===== config.mk =====
export PLATFORM = sky130hd
export DESIGN_NAME = dut_capture_packer
export DESIGN_NICKNAME = d
export VERILOG_FILES = /design/src/rtl/capture_pkg.sv /design/src/rtl/sync_fifo.sv /design/src/rtl/dut_capture_packer.sv
export SDC_FILE = /design/constraint.sdc
export NUM_CORES = 2
export LEC_CHECK = 0
export CAP_MARGIN = 10
export CORE_ASPECT_RATIO = 1.4
export CORE_MARGIN = 2
export CORE_UTILIZATION = 42
export DETAILED_ROUTE_END_ITERATION = 10
export PLACE_DENSITY = 0.61
export SETUP_SLACK_MARGIN = 0.4
export SYNTH_ARGS = -nofsm -noshare
export SYNTH_HDL_FRONTEND = slang
export SYNTH_SLANG_ARGS = --single-unit

===== constraint.sdc =====
create_clock -name clk -period 7.6 [get_ports clk]
set_input_delay 0.76 -clock clk [delete_from_list [all_inputs] [get_ports clk]]
set_output_delay 0.76 -clock clk [all_outputs]
set_load 0.01 [all_outputs]

===== src/rtl/capture_pkg.sv =====
// Shared types and constants for the FIR capture / AXIS packing stage.
package capture_pkg;

   typedef enum logic [1:0] {
      ST_IDLE    = 2'd0,
      ST_CAPTURE = 2'd1,
      ST_DRAIN   = 2'd2
   } state_t;

   localparam logic [3:0] BEAT_KEEP = 4'hF;
   localparam int         SAMPLE_W  = 16;
   localparam int         BEAT_W    = 2 * SAMPLE_W;

endpackage


===== src/rtl/sync_fifo.sv =====
// Single-clock first-word-fall-through FIFO with registered full/empty.
// Occupancy includes the output stage, so total capacity is exactly DEPTH.
module sync_fifo #(
   parameter int WIDTH = 33,
   parameter int DEPTH = 64
) (
   input  logic             clk,
   input  logic             rst_n,
   input  logic             wr_en,
   input  logic [WIDTH-1:0] wr_data,
   input  logic             rd_en,
   output logic [WIDTH-1:0] rd_data,
   output logic             rd_valid,
   output logic             full,
   output logic             empty
);

   localparam int AW = $clog2(DEPTH);
   localparam int PW = AW + 1;

   logic [WIDTH-1:0] mem [DEPTH];
   logic [PW-1:0]    wr_ptr_reg, rd_ptr_reg;
   logic [PW-1:0]    occ_reg, occ_next;
   logic [WIDTH-1:0] dout_reg;
   logic             dout_valid_reg, full_reg, empty_reg;
   logic             do_wr, do_pop, mem_empty, do_load;

   assign do_wr     = wr_en && !full_reg;
   assign do_pop    = rd_en && dout_valid_reg;
   assign mem_empty = (wr_ptr_reg == rd_ptr_reg);
   // Refill the output stage whenever it is free or being consumed this cycle.
   assign do_load   = !mem_empty && (!dout_valid_reg || do_pop);

   always_comb begin
      occ_next = occ_reg;
      if (do_wr)  occ_next = occ_next + PW'(1);
      if (do_pop) occ_next = occ_next - PW'(1);
   end

   always_ff @(posedge clk) begin
      if (do_wr) mem[wr_ptr_reg[AW-1:0]] <= wr_data;
   end

   always_ff @(posedge clk) begin
      if (!rst_n) begin
         wr_ptr_reg     <= '0;
         rd_ptr_reg     <= '0;
         occ_reg        <= '0;
         dout_reg       <= '0;
         dout_valid_reg <= 1'b0;
         full_reg       <= 1'b0;
         empty_reg      <= 1'b1;
      end else begin
         if (do_wr) wr_ptr_reg <= wr_ptr_reg + PW'(1);
         if (do_load) begin
            dout_reg       <= mem[rd_ptr_reg[AW-1:0]];
            dout_valid_reg <= 1'b1;
            rd_ptr_reg     <= rd_ptr_reg + PW'(1);
         end else if (do_pop) begin
            dout_valid_reg <= 1'b0;
         end
         occ_reg   <= occ_next;
         full_reg  <= (occ_next == PW'(DEPTH));
         empty_reg <= (occ_next == '0);
      end
   end

   assign rd_data  = dout_reg;
   assign rd_valid = dout_valid_reg;
   assign full     = full_reg;
   assign empty    = empty_reg;

endmodule


===== src/rtl/dut_capture_packer.sv =====
// Packs pairs of 16-bit DUT samples into 32-bit AXIS beats, framed with
// tlast every PKT_BEATS beats or at the end of a cfg_len-beat capture.
module dut_capture_packer
   import capture_pkg::*;
#(
   parameter int PKT_BEATS  = 256,
   parameter int FIFO_DEPTH = 64
) (
   input  logic        clk,
   input  logic        rst_n,
   input  logic        start,
   input  logic        stop,
   input  logic [31:0] cfg_len,
   input  logic [15:0] sample_in,
   input  logic        sample_valid,
   output logic [31:0] m_axis_tdata,
   output logic [3:0]  m_axis_tkeep,
   output logic        m_axis_tlast,
   output logic        m_axis_tvalid,
   input  logic        m_axis_tready,
   output logic        busy,
   output logic        done,
   output logic [15:0] ovf_cnt
);

   localparam int             PCW      = $clog2(PKT_BEATS);
   localparam logic [PCW-1:0] PKT_LAST = PCW'(PKT_BEATS - 1);

   state_t          state_reg;
   logic [31:0]     len_reg, word_cnt_reg;
   logic [PCW-1:0]  pkt_cnt_reg;
   logic            half_reg;
   logic [15:0]     low_reg;
   logic [15:0]     ovf_reg;

   logic            fifo_full, fifo_empty, fifo_valid;
   logic [32:0]     fifo_dout;
   logic            pair_done, len_hit, beat_last, beat_wr;

   assign pair_done = (state_reg == ST_CAPTURE) && sample_valid && half_reg;
   assign len_hit   = (len_reg != '0) && (word_cnt_reg == len_reg - 32'd1);
   assign beat_last = (pkt_cnt_reg == PKT_LAST) || len_hit;
   assign beat_wr   = pair_done && !fifo_full;

   always_ff @(posedge clk) begin
      if (!rst_n) begin
         state_reg    <= ST_IDLE;
         len_reg      <= '0;
         word_cnt_reg <= '0;
         pkt_cnt_reg  <= '0;
         half_reg     <= 1'b0;
         low_reg      <= '0;
         ovf_reg      <= '0;
      end else begin
         case (state_reg)
            ST_IDLE: begin
               if (start) begin
                  len_reg      <= cfg_len;
                  word_cnt_reg <= '0;
                  pkt_cnt_reg  <= '0;
                  half_reg     <= 1'b0;
                  ovf_reg      <= '0;
                  state_reg    <= ST_CAPTURE;
               end
            end
            ST_CAPTURE: begin
               if (sample_valid) begin
                  if (!half_reg) begin
                     low_reg  <= sample_in;
                     half_reg <= 1'b1;
                  end else begin
                     half_reg     <= 1'b0;
                     word_cnt_reg <= word_cnt_reg + 32'd1;
                     if (!fifo_full)
                        pkt_cnt_reg <= beat_last ? '0 : pkt_cnt_reg + PCW'(1);
                     else if (ovf_reg != 16'hFFFF)
                        ovf_reg <= ovf_reg + 16'd1;
                  end
               end
               // A beat completing alongside stop is still kept; a lone half is discarded.
               if (stop || (pair_done && len_hit)) begin
                  half_reg  <= 1'b0;
                  state_reg <= ST_DRAIN;
               end
            end
            ST_DRAIN: begin
               if (fifo_empty) state_reg <= ST_IDLE;
            end
            default: state_reg <= ST_IDLE;
         endcase
      end
   end

   sync_fifo #(
      .WIDTH (33),
      .DEPTH (FIFO_DEPTH)
   ) u_fifo (
      .clk      (clk),
      .rst_n    (rst_n),
      .wr_en    (beat_wr),
      .wr_data  ({beat_last, sample_in, low_reg}),
      .rd_en    (m_axis_tready),
      .rd_data  (fifo_dout),
      .rd_valid (fifo_valid),
      .full     (fifo_full),
      .empty    (fifo_empty)
   );

   assign m_axis_tdata  = fifo_dout[31:0];
   assign m_axis_tlast  = fifo_valid && fifo_dout[32];
   assign m_axis_tvalid = fifo_valid;
   assign m_axis_tkeep  = fifo_valid ? BEAT_KEEP : 4'h0;
   assign busy          = (state_reg != ST_IDLE);
   assign done          = (state_reg == ST_DRAIN) && fifo_empty;
   assign ovf_cnt       = ovf_reg;

endmodule


==> results summary <==
The run finished with clean final reports. The overall die height is 547 um. The library cells used most frequently in the layout, excluding fill and tap cells, are 2112 x sky130_fd_sc_hd__edfxtp_1, 682 x sky130_fd_sc_hd__mux4_2, 219 x sky130_fd_sc_hd__clkbuf_16, 154 x sky130_fd_sc_hd__dfxtp_1, 148 x sky130_fd_sc_hd__nand2_1.

The final max-slew violation count is 0. The transition time at the pin with the least slew margin came out at approximately 1300 ps. The kind of cell adding the most delay to the critical path is simple AND/OR/NAND/NOR gates. Setup repair after global routing left no endpoint under its margin.

The number of hold buffers added after cts is 0. The area of the core came out at 210000 um^2. The distinct cell type count of the synthesized netlist came out at 70. The initial utilization of the core area, before any placement, comes to 0.422. The count of final setup violators came out at 0.

The synthesized netlist cell count came out at 4063. In this run the horizontal extent of the chip is ~390 um. The post-cts gate resize count is 0. The relative contribution of combinational cells to total power came out at 0.061. The filler cell count is 17000.

In the routed design, unresolved DRC markers number 0. The count of port buffers added during placement came out at 109. Measured on the finished design, the core utilization comes to 0.479.

The proportion of total power due to net switching is 0.216. Clock-pin slew was measured on the worst setup and hold paths at ~60 ps. The count of maximum capacitance violations came out at 0.

The via count of the first global-routing pass came out at 42400. The number of hold violations in the final report came to 0. The buffers plus inverters on the worst setup path is 1. The remaining number of nets flagged by the antenna check after routing is 0. TritonCTS built the clock tree. The net count of the finished layout is 4332. The library cell used most frequently in the layout, excluding fill and tap cells, is sky130_fd_sc_hd__edfxtp_1. Summed over all nets, the half-perimeter wirelength after detailed placement is 137 mm. The first global-routing pass estimated around 330 mm of wire. Counting along the longest clock path gives a buffer depth of 4. The clock root buffer is sky130_fd_sc_hd__clkbuf_16. In the global route stage, met2 resource usage came out at 0.378.

The type of element launching the critical path is a flop. The fraction of power consumed by sequential logic is 0.535. Each instance of the synthesized netlist takes up on average around 22 um^2.

Clock latency on the worst-skew pair, taken at its later pin, is 850 ps. The minimum clock period after layout came out at 4350 ps. Dividing the detail-routed via count by the number of cells gives 5.80. The share of synthesized area in the top cell type comes to 0.717. The number of design-rule violations left by the first detailed-router iteration came out at 4576. The total global routing overflow came out at 0. The min-delay analysis places its worst path in the category in -> reg. The maximum cell stage delay along the critical path is 550 ps.

Yosys printed 0 warnings. The routed length per placed instance came out at roughly 32 um. The number of standard-cell rows in the floorplan came out at 199. The layout cell share with drive strength beyond 1 is 0.275. The worst setup path is of the reg -> reg kind. The number of detailed-route iterations in the first pass is 8. Summing all multi-input logic gate instances after layout gives around 21000 um^2.

The static leakage is ~28 nW. The async set or reset register ratio after synthesis is 0. The total net switching power is 5.60 mW. The register with the most flip-flops in the layout has 2112 of them.

For the final routed database, the setup TNS stands at 0 ps. The die covers 214000 um^2. Counting every sink on the clock net gives 2276. The synthesized area came out at 88500 um^2.

The biggest fanout along the worst timing path came out at 64. The total CTS buffers came out at 216. The met1 track demand over resource in global routing came out at 0.277. The highest ir drop seen on vdd is 0.207 mV. The data arrival time of the critical path is 4860 ps. The number of register bits inferred by synthesis came out at 2276. The cell internal power dissipation came out at about 20 mW. The finished cells cover around 100000 um^2. The worst hold slack is between 300 and 400 ps.

met2 is the most crowded layer. The register area share after synthesis came out at 0.754. The I/O pin count is 110. The peak clock frequency supported by timing is approximately 230 MHz.

The post-CTS setup-driven buffer insertion count is 0. The endpoint type of the worst setup path is a flop. The via count of the routed design is 42200. The slowest stage of the critical path is the sky130_fd_sc_hd__or4_1 cell. The maximum number of pins on one net before global-route repair came out at 130. The final cell count without fillers is 7263. The final layout contains routed wiring with a total length of 230 mm. The worst pin sits at a relative slew slack of 0.161. The storage element area is ~67000 um^2. The period utilization is 0.573. The total placed instance area is 93700 um^2.

In the synthesized netlist the dominant register cell turns out to be sky130_fd_sc_hd__edfxtp_1. The overall routing resource usage is 0.214. Compared with the post-synthesis result, the final layout area differs by 13.6%. Sorting the synthesized cells by area gives the leading types as sky130_fd_sc_hd__edfxtp_1 72%, sky130_fd_sc_hd__mux4_2 17%, sky130_fd_sc_hd__dfxtp_1 3.7%, sky130_fd_sc_hd__xnor2_1 0.65%, sky130_fd_sc_hd__nand2_1 0.63%. On the final layout, the worst clock skew is 51.6 ps. Walking the worst path, the cells encountered are nor4_4 > nand3_2 > or4_1 > a211o_1 > a211o_1 > or4_4 > nor4_4 > a31o_1 > buf_4.

The number of flops mapped to enable cells by yosys is 2112. The share of power burned in the clock network came out at 0.404. Power spread over the standard cell area amounts to 258 nW/um^2. The deepest level of the CTS H-tree came out at 4. The net count of the mapped netlist came out at roughly 4100. For the worst setup path, the data required time is between 8000 and 9000 ps. The global placement routability congestion is slightly above 0.8. The initial antenna violation count came to 15.

The met3 layer usage reported by global route came out at 0.0264. In this run, placement finished with an instance count of 6862. The biggest area contributor in the post-synthesis netlist is sky130_fd_sc_hd__edfxtp_1.
[power by group through the flow]
stage | clock network, mW | logic (mW) | registers [mW]
2_1_floorplan | 0 | 0.986 | 14.1
3_3_place_gp | 0 | 1.61 | 14.1
3_5_place_dp | 0 | 1.62 | 14.1
4_1_cts | 10.6 | 1.62 | 13.9
5_1_grt | 11.1 | 1.69 | 13.9
6_report | 10.5 | 1.58 | 13.8
[logic make-up (layout without fill, tap and decap cells)]
logic type	Yosys count	after routing	share of synthesized area
AOI/OAI and AO/OA	149	149	0.0119
xor gates and xnor gates	108	108	0.0107
adders and majority gates	8	8	0.00113
buffers and inverters	265	641	0.0130
DFF	2276	2276	0.754
muxes	738	738	0.180
other	0	10	0
and+or+nand+nor	519	519	0.0297
[path summary, 6_finish.rpt]
check	endpoint	cells past startpoint	start	slack [ps]
worst min-delay path	u_fifo.mem[60][17]	1	sample_in[1]	350
worst max-delay path	u_fifo.mem[2][32]	9	len_reg[2]	3250
worst max register to register	u_fifo.mem[2][32]	9	len_reg[2]	3250
worst min register to register	ovf_cnt[5]	2	ovf_cnt[5]	500
[metrics by stage]
step / worst slack, ps / total power, mW
finish: 3250 / 25.9
detailed placement: 3130 / 15.7
floorplan: 3550 / 15.1
global route: 3020 / 26.6
CTS: 3230 / 26.1
global placement: 3120 / 15.7
[cell type report]
cell class / count / area share
Timing Repair Buffer: 239 / 0.0229
Sequential cell: 2276 / 0.664
Inverter: 15 / 0.000560
Clock inverter: 108 / 0.00983
Clock buffer: 279 / 0.0573
Multi-Input combinational cell: 1522 / 0.210
Antenna cell: 10 / 0.000249
Tap cell: 2814 / 0.0350
[worst reg2reg max path: stages (launching register included)]
cell and delay [ps]:
sky130_fd_sc_hd__dfxtp_1 380, sky130_fd_sc_hd__nor4_4 540, sky130_fd_sc_hd__nand3_2 350, sky130_fd_sc_hd__or4_1 550
sky130_fd_sc_hd__a211o_1 310, sky130_fd_sc_hd__a211o_1 300, sky130_fd_sc_hd__or4_4 440, sky130_fd_sc_hd__nor4_4 370
sky130_fd_sc_hd__a31o_1 150, sky130_fd_sc_hd__buf_4 540
[cell usage after synthesis (4+ instances only)]
| cell type | n |
|---|---|
| sky130_fd_sc_hd__a211oi_1 | 12 |
| sky130_fd_sc_hd__a21boi_0 | 56 |
| sky130_fd_sc_hd__a21boi_1 | 4 |
| sky130_fd_sc_hd__a21oi_1 | 21 |
| sky130_fd_sc_hd__and2_1 | 18 |
| sky130_fd_sc_hd__and3_1 | 14 |
| sky130_fd_sc_hd__and4_1 | 9 |
| sky130_fd_sc_hd__buf_1 | 62 |
| sky130_fd_sc_hd__buf_2 | 7 |
| sky130_fd_sc_hd__buf_4 | 36 |
| sky130_fd_sc_hd__clkbuf_1 | 144 |
| sky130_fd_sc_hd__dfxtp_1 | 164 |
| sky130_fd_sc_hd__edfxtp_1 | 2112 |
| sky130_fd_sc_hd__ha_1 | 8 |
| sky130_fd_sc_hd__inv_1 | 15 |
| sky130_fd_sc_hd__mux2i_1 | 53 |
| sky130_fd_sc_hd__mux4_2 | 682 |
| sky130_fd_sc_hd__nand2_1 | 148 |
| sky130_fd_sc_hd__nand2b_1 | 7 |
| sky130_fd_sc_hd__nand3_1 | 38 |
| sky130_fd_sc_hd__nand3b_1 | 5 |
| sky130_fd_sc_hd__nand4_1 | 17 |
| sky130_fd_sc_hd__nor2_1 | 128 |
| sky130_fd_sc_hd__nor2b_1 | 52 |
| sky130_fd_sc_hd__nor3_1 | 21 |
| sky130_fd_sc_hd__nor3b_1 | 4 |
| sky130_fd_sc_hd__nor4_1 | 9 |
| sky130_fd_sc_hd__o211a_1 | 6 |
| sky130_fd_sc_hd__o21ai_0 | 22 |
| sky130_fd_sc_hd__or2_1 | 4 |
| sky130_fd_sc_hd__or3_1 | 17 |
| sky130_fd_sc_hd__or4_1 | 5 |
| sky130_fd_sc_hd__xnor2_1 | 66 |
| sky130_fd_sc_hd__xor2_1 | 42 |
[metal layers]
layer / up-vias / wire length, um / share of wire
li1: 17300 / - / -
met1: 23000 / 88600 / 0.38
met2: 1519 / 122000 / 0.53
met3: 320 / 12700 / 0.055
met4: 4 / 7180 / 0.031
met5: - / 24 / 0.00010
Power figures use the tool's default switching activity.
